--- config.mk ---
export PLATFORM = sky130hd
export DESIGN_NAME = song_reader
export DESIGN_NICKNAME = d
export VERILOG_FILES = /design/src/rtl/song_pkg.sv /design/src/rtl/song_rom.sv /design/src/rtl/song_reader.sv
export SDC_FILE = /design/constraint.sdc
export NUM_CORES = 1
export LEC_CHECK = 0
export CORE_ASPECT_RATIO = 0.9
export CORE_MARGIN = 2
export CORE_UTILIZATION = 31
export CTS_BUF_LIST = sky130_fd_sc_hd__clkbuf_4 sky130_fd_sc_hd__clkbuf_8
export CTS_CLUSTER_DIAMETER = 30
export DETAILED_ROUTE_END_ITERATION = 12
export GPL_ROUTABILITY_DRIVEN = 0
export PLACE_DENSITY = 0.63
export SYNTH_ARGS = -nofsm -noshare
export SYNTH_HDL_FRONTEND = slang
export SYNTH_HIERARCHICAL = 1
export SYNTH_SLANG_ARGS = --single-unit
--- constraint.sdc ---
create_clock -name clk -period 3.7 [get_ports clk]
set_clock_uncertainty 0.2 [all_clocks]
set_input_delay 0.925 -clock clk [delete_from_list [all_inputs] [get_ports clk]]
set_output_delay 0.925 -clock clk [all_outputs]
set_load 0.02 [all_outputs]
--- src/rtl/song_pkg.sv ---
// Shared types and widths for the song reader: mode encodings, note word layout, FSM states.
// No logic of its own; imported by song_rom and song_reader.
package song_pkg;

    localparam int NOTE_W = 6;
    localparam int DUR_W  = 6;
    localparam int WORD_W = NOTE_W + DUR_W;
    localparam int IDX_W  = 5;
    localparam int SONG_W = 2;
    localparam int ADDR_W = SONG_W + IDX_W;

    typedef enum logic [1:0] {
        JAM_SESH    = 2'b00,
        COMPOSER    = 2'b01,
        SONG_PLAYER = 2'b11
    } mode_t;

    typedef enum logic [2:0] {
        S_IDLE       = 3'd0,
        S_FETCH      = 3'd1,
        S_ROM_WAIT   = 3'd2,
        S_WAIT_AVAIL = 3'd3,
        S_WAIT_LOW   = 3'd4,
        S_DONE       = 3'd5
    } fsm_t;

    typedef struct packed {
        logic [NOTE_W-1:0] note;
        logic [DUR_W-1:0]  dur;
    } note_word_t;

    // An all-zero word terminates a song; a zero note with nonzero duration is a rest.
    function automatic logic is_end_word(input logic [WORD_W-1:0] w);
        return w == '0;
    endfunction

endpackage

--- src/rtl/song_rom.sv ---
// Song ROM: 4 songs x 32 notes of {note, duration}, addressed by {song, index}.
// Latency: one cycle (registered read data). No backpressure; reads every cycle.
module song_rom
    import song_pkg::*;
(
    input  logic              clk,
    input  logic [ADDR_W-1:0] addr,
    output logic [WORD_W-1:0] data
);

    note_word_t word;

    always_comb begin
        word = '0;
        case (addr[ADDR_W-1:IDX_W])
            2'd0: begin
                case (addr[IDX_W-1:0])
                    5'd0:    word = '{note: 6'd10, dur: 6'd2};
                    5'd1:    word = '{note: 6'd12, dur: 6'd1};
                    5'd2:    word = '{note: 6'd0,  dur: 6'd2};
                    5'd3:    word = '{note: 6'd15, dur: 6'd3};
                    5'd4:    word = '{note: 6'd17, dur: 6'd1};
                    default: word = '0;
                endcase
            end
            2'd1: begin
                case (addr[IDX_W-1:0])
                    5'd0:    word = '{note: 6'd20, dur: 6'd1};
                    5'd1:    word = '{note: 6'd22, dur: 6'd2};
                    5'd2:    word = '{note: 6'd24, dur: 6'd1};
                    default: word = '0;
                endcase
            end
            // Song 2 fills all 32 slots: a rising scale with no terminator.
            2'd2: begin
                word.note = {1'b0, addr[IDX_W-1:0]} + 6'd1;
                word.dur  = 6'd1;
            end
            default: begin
                case (addr[IDX_W-1:0])
                    5'd0:    word = '{note: 6'd40, dur: 6'd2};
                    default: word = '0;
                endcase
            end
        endcase
    end

    always_ff @(posedge clk) begin
        data <= word;
    end

endmodule

--- src/rtl/song_reader.sv ---
// Song reader: walks the song ROM and hands one note at a time to the note player.
// Latency: first strobe 4 cycles after play is sampled; holds in WAIT_AVAIL while available/play low.
module song_reader
    import song_pkg::*;
(
    input  logic              clk,
    input  logic              reset,
    input  logic              play,
    input  logic [1:0]        state,
    input  logic              next_song,
    input  logic              available,
    output logic [WORD_W-1:0] next_song_note,
    output logic              load_new_note,
    output logic              song_done,
    output logic [IDX_W-1:0]  note_index,
    output logic [SONG_W-1:0] current_song
);

    fsm_t              fsm_q, fsm_d;
    logic [WORD_W-1:0] note_q, note_d;
    logic              load_q, load_d;
    logic              done_q, done_d;
    logic [IDX_W-1:0]  idx_q, idx_d;
    logic [SONG_W-1:0] song_q, song_d;
    logic [WORD_W-1:0] rom_dat;

    song_rom u_rom (
        .clk  (clk),
        .addr ({song_q, idx_q}),
        .data (rom_dat)
    );

    always_comb begin
        fsm_d  = fsm_q;
        note_d = note_q;
        load_d = 1'b0;
        done_d = done_q;
        idx_d  = idx_q;
        song_d = song_q;
        if (state != SONG_PLAYER) begin
            fsm_d  = S_IDLE;
            idx_d  = '0;
            done_d = 1'b0;
        end else if (next_song) begin
            song_d = song_q + SONG_W'(1);
            if (fsm_q != S_IDLE) begin
                fsm_d  = S_FETCH;
                idx_d  = '0;
                done_d = 1'b0;
            end
        end else if (play) begin
            case (fsm_q)
                S_IDLE:     fsm_d = S_FETCH;
                S_FETCH:    fsm_d = S_ROM_WAIT;
                S_ROM_WAIT: begin
                    note_d = rom_dat;
                    if (is_end_word(rom_dat)) begin
                        fsm_d  = S_DONE;
                        done_d = 1'b1;
                    end else begin
                        fsm_d = S_WAIT_AVAIL;
                    end
                end
                S_WAIT_AVAIL: begin
                    if (available) begin
                        load_d = 1'b1;
                        fsm_d  = S_WAIT_LOW;
                    end
                end
                // Only advance once the player has dropped available for the note just sent.
                S_WAIT_LOW: begin
                    if (!available) begin
                        if (&idx_q) begin
                            fsm_d  = S_DONE;
                            done_d = 1'b1;
                        end else begin
                            idx_d = idx_q + IDX_W'(1);
                            fsm_d = S_FETCH;
                        end
                    end
                end
                S_DONE:  fsm_d = S_DONE;
                default: fsm_d = S_IDLE;
            endcase
        end
    end

    always_ff @(posedge clk or posedge reset) begin
        if (reset) begin
            fsm_q  <= S_IDLE;
            note_q <= '0;
            load_q <= 1'b0;
            done_q <= 1'b0;
            idx_q  <= '0;
            song_q <= '0;
        end else begin
            fsm_q  <= fsm_d;
            note_q <= note_d;
            load_q <= load_d;
            done_q <= done_d;
            idx_q  <= idx_d;
            song_q <= song_d;
        end
    end

    assign next_song_note = note_q;
    assign load_new_note  = load_q;
    assign song_done      = done_q;
    assign note_index     = idx_q;
    assign current_song   = song_q;

endmodule

Yosys cells after proc, flatten, opt, wreduce, memory -nomap -nowiden:

Index checks and enable logic that the tools add are counted.
Widths: inputs -> output; s select.

* register bits after elaboration: 36
* bits of input ports: 7
* output and inout port bits: 21
* logic and storage cells: 78

* add/subtract/negate cells: 3
* eq/ne operators: 19
* multiplexer cells: 33
* bitwise gates (word level): 2
* reduce and logical (&&, ||, !) cells: 14

Operators by type and width (number)
* $pmux 11 s5: 1
* $pmux 12 s3: 1
* $mux 5: 7
* $pmux 11 s3: 1
* $mux 3: 8
* $pmux 3 s6: 1
* $ne 4x4->1 const B: 4
* $logic_not 12->1: 1
* $mux 1: 12
* $mux 12: 1
* $eq 5x2->1 const B: 2
* $reduce_and 5->1: 2
* $reduce_bool 3->1: 3
* $reduce_and 4->1: 2
* $add 5x1->6 const B: 1
* $eq 3x2->1 const B: 2
* $eq 3x3->1 const B: 2
* $reduce_and 6->1: 1
* $add 5x1->5 const B: 1
* $eq 5x1->1 const B: 1
* $eq 5x3->1 const B: 1
* $logic_not 5->1: 1
* $reduce_bool 4->1: 1
* $eq 3x1->1 const B: 1
* other kinds (12): 13

Logic depth before layout (Yosys ltp):

Gate-level depths: netlist of run 1.

* word-level depth: 7
* mapped depth: 7
* mapped depth without buffers: 7

Cells and area by module:

Netlist of run 1, hierarchy kept.

By module, submodules not included
* song_reader: times used 1, cells an instance 100, area each 1187.4 um2, seq. area each 600.6 um2
* song_rom: times used 1, cells an instance 63, area each 566.8 um2, seq. area each 160.2 um2

Worst setup path after synthesis of run 1:

OpenSTA, ideal clock, no wires.

* path type: input -> register
* start point: input port next_song
* end point: register note_q[0], in the netlist next_song_note[0]
* library setup time: 0.125 ns
* data arrival time: 2.006 ns
* path slack: 1.369 ns
* stages on the path: 5
* path buffers: 1
* path through: and3b_1 > nand2_1 > nor3_2 > buf_2 > mux2_2

* longest elaborated chain between the ends: 2

RTL lines
* from (decl): line song_reader.sv:10 `input logic next_song,`
* $not 1->1 (no line)
* $reduce_and 4->1 (no line)
* to (signal assigned): line song_reader.sv:98 `note_q <= note_d;`
* to (decl): line song_reader.sv:20 `logic [WORD_W-1:0] note_q, note_d;`

Every way passes these cells.
A chain may end at the register's enable or synchronous reset.

Final worst setup path of run 1:

* start point: register song_q[0], in the netlist current_song[0]
* end point: output port current_song[0]

RTL lines
* from (decl): line song_reader.sv:24 `logic [SONG_W-1:0] song_q, song_d;`
* from (signal assigned): line song_reader.sv:102 `song_q <= song_d;`
* to (decl): line song_reader.sv:16 `output logic [SONG_W-1:0] current_song`

No word-level cell between the ends.

==> impl_metrics.py, run 1 <==
metrics = {
    "sta": {
        "fin_ws_ns": 0.967,
        "hold_violations": 0,
        "post-route-period-util": 0.739,
        "grt_setup_unrepaired": "false",
        "tightest_slew_ns": 0.933,
        "relSlewSlack": 0.377,
        "tns_ns": 0,
        "fin_crit_ns": 2.73,
        "finalSetupViolCount": 0,
        "clock.fmax_mhz": 366,
        "drv_slew": 0,
    },
    "die": {
        "io_pins": 28,
        "dieArea_um2": 6280,
        "fp.dieW_um": 83.3,
        "die_y_um": 75.4,
        "rows": 25,
        "core_um2": 5350,
        "start_util": 0.328,
    },
    "critical_path": {
        "worstSetupStartpointType": "flip-flop",
        "cp.required_ns": 2.57,
        "r2r_slack_ns": 1.34,
        "cp_num_buf_inv": 1,
        "critical-path-max-stage-delay_ns": 0.70,
        "crit_arrival_ns": 1.61,
        "end_kind": "primary output",
        "worstPathMaxFanout": 13,
        "timing.rr.start": "note_index[0]",
        "critPathKind": "flip-flop to primary output",
        "r2r_cells": 7,
        "cpLargestDelayFamily": "buffers and inverters",
        "reg2reg_to": "note_index[2]",
        "crit_chain": "clkdlybuf4s50_1",
        "cp_slowest_cell": "clkdlybuf4s50_1",
    },
    "cells_and_area": {
        "area_growth_pct": 23.0,
        "drive_gt1_frac": 0.161,
        "layout.nets": 205,
        "antenna_cells": 0,
    },
    "pwr": {
        "clock_power_share": 0.316,
        "p_sw_uw": 321,
        "p_seq_frac": 0.455,
        "swShare": 0.302,
        "ir_drop_v": 0.000215,
        "power.leakage_uw": 0.000902,
        "combPwrFrac": 0.229,
        "power_density_nw_per_um2": 492,
        "p_int_uw": 742,
    },
    "logic_synthesis": {
        "synth_seq_cells": 32,
        "synthFlopType": "dfrtp_1",
        "yosysSeqAreaShare": 0.434,
        "syn_avg_cell_area_um2": 10.8,
        "netlist_area_um2": 1750,
        "netlist_instances": 163,
        "yosys-top-cells-count": "dfrtp_1 (24), mux2_2 (14), inv_1 (9), nand2_1 (9), dfxtp_1 (8)",
        "synth_edf_count": 0,
        "netlist.area_leader.share": 0.342,
        "yosys.area.top_type": "dfrtp_1",
        "ys_warn_count": 6,
        "synth_most_common_cell": "dfrtp_1",
        "synth_async_sr_flop_share": 0.750,
        "synth_cell_types": 55,
        "synth.area.top_cells": "dfrtp_1 (34%), dfxtp_1 (9.1%), mux2_2 (9.0%), ha_1 (4.3%), buf_6 (2.6%)",
    },
    "clocking": {
        "cts_root_buffer": "clkbuf_8",
        "cts_resized": 0,
        "clk_pin_slew_ns": 0.07,
        "postCtsSetupBuffers": 0,
        "holdBufCountCts": 0,
        "htree_levels": 2,
        "cts_tree": "built",
        "clk_latency_ns": 0.28,
        "clkSinkCount": 32,
        "numCtsBuffers": 5,
        "clockBufferDepth": 2,
    },
    "route": {
        "drtIter0Drc": 53,
        "vias": 1366,
        "dr.pass1.iters": 4,
        "drtAntennaViolNets": 0,
        "drt_wl_total_mm": 3.70,
        "avgRoutedWirePerCell_um": 14.2,
        "drc": 0,
        "vias_per_cell": 5.25,
    },
    "grt": {
        "grt_pass1_vias": 1372,
        "gr-usage-all-layers": 0.131,
        "antenna_found_initial": 0,
        "grt_max_degree": 25,
        "grt-ovfl-total": 0,
        "grt_pass1_wl_mm": 6.45,
    },
    "worst_hold_path": {
        "hold_class": "flip-flop to flip-flop",
        "holdPathEnd": "song_done",
        "min_from": "song_done",
        "hold-path-cell-count": 2,
    },
    "place": {
        "hpwl_mm": 2.73,
        "io_buffer_count": 27,
        "dp_slack_ns": 0.769,
    },
    "run": {
        "drv_cap": 0,
    },
    "run_status": {
        "status": "finished clean",
    },
}
[registers in the layout (all words and copies together), names as in the netlist]
name / cells
fsm_q: 3
load_new_note: 1
song_done: 1
next_song_note: 12
current_song: 2
u_rom/data: 8
note_index: 5
[through the flow]
stage | hold WS (ns) | instance area (µm²) | total power [µW] | std cells | utilization
final | 0.291 | 2160 | 1060 | 260 | 0.404
after global placement | 0.275 | 2050 | 731 | 252 | 0.383
after floorplan | 0.263 | 1770 | 667 | 166 | -
after CTS | 0.298 | 2160 | 1080 | 260 | 0.404
after detailed placement | 0.270 | 2050 | 736 | 252 | 0.383
after global routing | 0.311 | 2160 | 1130 | 260 | 0.404
[layer usage]
metal / part of all wire / global-route usage / vias up / routed length (µm)
li1: - / - / 665 / -
met4: 0.019 / 0.0765 / 0 / 70
met5: 0 / 0 / - / 0
met1: 0.50 / 0.170 / 653 / 1850
met3: 0.053 / 0.0379 / 7 / 196
met2: 0.43 / 0.201 / 41 / 1590
[cell type report]
| class | count | area [µm²] |
|---|---|---|
| Timing Repair Buffer | 28 | 278 |
| Clock buffer | 6 | 76.3 |
| Clock inverter | 2 | 35.0 |
| Tap cell | 67 | 83.8 |
| Sequential cell | 32 | 761 |
| Fill cell | 529 | 3190 |
| Inverter | 9 | 33.8 |
| Multi-Input combinational cell | 116 | 891 |
[worst reg2reg max path, cell delays in order (launching register included)]
cell	delay, ns
dfrtp_1	0.51
ha_1	0.27
and3_1	0.18
ha_1	0.21
nor2_1	0.14
a31oi_1	0.18
or4b_1	0.54
nand2_1	0.08
[cell usage in the layout (no fill, tap or decap), types with 3 or more instances in the layout]
| cell | count |
|---|---|
| nand2_1 | 9 |
| conb_1 | 4 |
| or3_1 | 3 |
| xnor2_1 | 3 |
| mux2_2 | 14 |
| nand3_1 | 7 |
| ha_1 | 6 |
| nor4_1 | 5 |
| inv_1 | 9 |
| a21oi_1 | 3 |
| clkbuf_8 | 5 |
| dfrtp_1 | 24 |
| clkdlybuf4s50_1 | 27 |
| dfxtp_1 | 8 |
| o21ai_0 | 6 |
| nor2_1 | 6 |
[cell families after synthesis]
| kind of cell | share of synthesized area |
|---|---|
| AOI/OAI and AO/OA | 0.156 |
| xor gates and xnor gates | 0.0250 |
| adders and majority gates | 0.0428 |
| buffers and inverters | 0.0649 |
| DFF | 0.434 |
| muxes | 0.101 |
| other | 0.00214 |
| and+or+nand+nor | 0.174 |
[worst max path at each step]
| stage | from | end | slack, ns | cells after the start |
|---|---|---|---|---|
| 5_1_grt | current_song[0] | current_song[0] | 0.90 | 1 |
| 4_1_cts | current_song[0] | current_song[0] | 0.96 | 1 |
| 3_5_place_dp | next_song | next_song_note[11] | 0.77 | 6 |
| 3_3_place_gp | next_song | next_song_note[2] | 0.81 | 6 |
| 6_report | current_song[0] | current_song[0] | 0.97 | 1 |
| 2_1_floorplan | next_song | next_song_note[0] | 1.37 | 5 |
[power by group through the flow]
stage	combinational, µW	clock [µW]	sequential (µW)
after floorplan	195	0	472
after global placement	242	0	490
after detailed placement	244	0	491
after CTS	246	349	484
after global routing	268	364	494
final	244	336	483
Power figures use the tool's default switching activity.
==> run 2, diff against run 1 <==
--- a/config.mk
+++ b/config.mk
@@ -12,7 +12,7 @@
 export CTS_CLUSTER_DIAMETER = 30
 export DETAILED_ROUTE_END_ITERATION = 12
 export GPL_ROUTABILITY_DRIVEN = 0
-export PLACE_DENSITY = 0.63
+export PLACE_DENSITY = 0.65
 export SYNTH_ARGS = -nofsm -noshare
 export SYNTH_HDL_FRONTEND = slang
 export SYNTH_HIERARCHICAL = 1
==> constraint.sdc (replaced) <==
create_clock -name clk -period 2.3 [get_ports clk]
set_clock_uncertainty 0.2 [all_clocks]
set_input_delay 0.575 -clock clk [delete_from_list [all_inputs] [get_ports clk]]
set_output_delay 0.575 -clock clk [all_outputs]
set_load 0.02 [all_outputs]
==> impl_metrics.py, run 2 (synthesis results as in run 1) <==
metrics = {
    "run_status": {
        "status": "finished clean",
    },
    "sta": {
        "tns_ns": 0,
        "fin_crit_ns": 2.24,
        "fin_ws_ns": 0.0607,
        "clock.fmax_mhz": 447,
        "finalSetupViolCount": 0,
        "post-route-period-util": 0.974,
        "drv_slew": 0,
        "hold_violations": 0,
        "grt_setup_unrepaired": "false",
    },
    "worst_hold_path": {
        "holdPathEnd": "next_song_note[11]",
        "hold-path-cell-count": 1,
        "min_from": "u_rom/data[11]",
        "hold_class": "flip-flop to flip-flop",
    },
    "clocking": {
        "clockBufferDepth": 2,
        "postCtsSetupBuffers": 0,
        "cts_tree": "built",
        "cts_resized": 0,
        "clkSinkCount": 32,
        "cts_root_buffer": "clkbuf_8",
        "numCtsBuffers": 5,
        "clk_latency_ns": 0.28,
        "clk_pin_slew_ns": 0.07,
        "htree_levels": 2,
        "holdBufCountCts": 0,
    },
    "pwr": {
        "p_seq_frac": 0.413,
        "power.leakage_uw": 0.000971,
        "swShare": 0.307,
        "p_int_uw": 1210,
        "ir_drop_v": 0.000414,
        "clock_power_share": 0.308,
        "p_sw_uw": 538,
        "combPwrFrac": 0.280,
        "power_density_nw_per_um2": 772,
    },
    "place": {
        "io_buffer_count": 27,
        "placed_area_um2": 2160,
        "dp_slack_ns": -0.123,
        "hpwl_mm": 2.80,
    },
    "route": {
        "drt_wl_total_mm": 3.82,
        "drtAntennaViolNets": 0,
        "dr.pass1.iters": 4,
        "vias_per_cell": 5.10,
        "vias": 1403,
        "drc": 0,
        "drtIter0Drc": 116,
        "avgRoutedWirePerCell_um": 13.9,
    },
    "die": {
        "dieArea_um2": 6280,
        "die_y_um": 75.4,
        "io_pins": 28,
        "core_um2": 5350,
        "fp.dieW_um": 83.3,
        "start_util": 0.328,
        "rows": 25,
    },
    "grt": {
        "antenna_found_initial": 0,
        "grt-ovfl-total": 0,
        "gr-usage-all-layers": 0.127,
        "grt_pass1_vias": 1291,
        "grt_max_degree": 25,
        "grt_pass1_wl_mm": 6.24,
    },
    "critical_path": {
        "worstSetupStartpointType": "flip-flop",
        "r2r_cells": 7,
        "end_kind": "primary output",
        "r2r_slack_ns": 0.13,
        "cpLargestDelayFamily": "buffers and inverters",
        "critical-path-max-stage-delay_ns": 0.67,
        "worstPathMaxFanout": 9,
        "critPathKind": "flip-flop to primary output",
        "cp_slowest_cell": "clkdlybuf4s50_1",
        "cp.required_ns": 1.52,
        "crit_chain": "clkdlybuf4s50_1",
        "reg2reg_to": "note_index[0]",
        "cp_num_buf_inv": 1,
        "timing.rr.start": "note_index[0]",
        "crit_arrival_ns": 1.46,
    },
    "cells_and_area": {
        "largest_register_ffs": 12,
        "fin_area_um2": 2270,
        "final_common_cell": "clkdlybuf4s50_1",
        "drive_gt1_frac": 0.221,
        "final_cell_mix": "clkdlybuf4s50_1 (27), dfrtp_1 (24), buf_4 (16)",
        "area_growth_pct": 29.5,
        "antenna_cells": 0,
        "layout.nets": 220,
    },
    "run": {
        "drv_cap": 0,
    },
}
[run 2: changes by cell type in the layout (fill, tap and decap cells not counted)]
cell	previous run	this run
clkinvlp_4	0	1
clkbuf_4	1	0
buf_4	1	16
[run 2: worst max path at each step]
stage	startpoint	endpoint	slack, ns	cells after the start
2_1_floorplan	note_index[0]	note_index[2]	0.07	7
3_3_place_gp	state[0]	next_song_note[2]	-0.1	6
3_5_place_dp	state[0]	next_song_note[10]	-0.12	6
4_1_cts	note_index[4]	note_index[4]	0.03	1
5_1_grt	note_index[4]	note_index[4]	0.009	1
6_report	note_index[4]	note_index[4]	0.06	1
[run 2: routing by layer]
metal | GRT usage | up-vias | part of all wire
met5 | 0 | - | 0
met4 | 0.0437 | 0 | 0.0084
met3 | 0.0358 | 5 | 0.050
met2 | 0.203 | 44 | 0.45
met1 | 0.169 | 660 | 0.49
li1 | - | 694 | -
[run 2: cell type report]
class	instances	area (µm²)
well taps	67	83.8
fillers	525	3080
clock inverters	3	42.5
multi-input cells	116	891
inverters	9	33.8
repair buffers	43	390
flip-flops and latches	32	761
clock buffers	5	68.8
[run 2: per-stage QoR]
stage	hold WS, ns	power [µW]	std cells	util
global route	0.325	1850	275	0.425
detailed placement	0.272	1220	267	0.404
CTS	0.299	1770	275	0.425
finish	0.297	1750	275	0.425
global placement	0.276	1220	267	0.404
floorplan	0.263	1070	166	-
[run 2: worst register-to-register path: stages (launching register included)]
cell	delay [ns]
dfrtp_1	0.38
ha_1	0.21
and3_1	0.19
ha_1	0.20
nor2_1	0.15
a31oi_1	0.16
or2_1	0.28
mux2_2	0.28
[run 2: power by group through the flow]
stage          Combinational, µW  Clock (µW)  Sequential (µW)
5_1_grt                      533         582              740
4_1_cts                      488         557              726
2_1_floorplan                314           0              759
6_report                     490         539              723
3_5_place_dp                 487           0              735
3_3_place_gp                 483           0              732
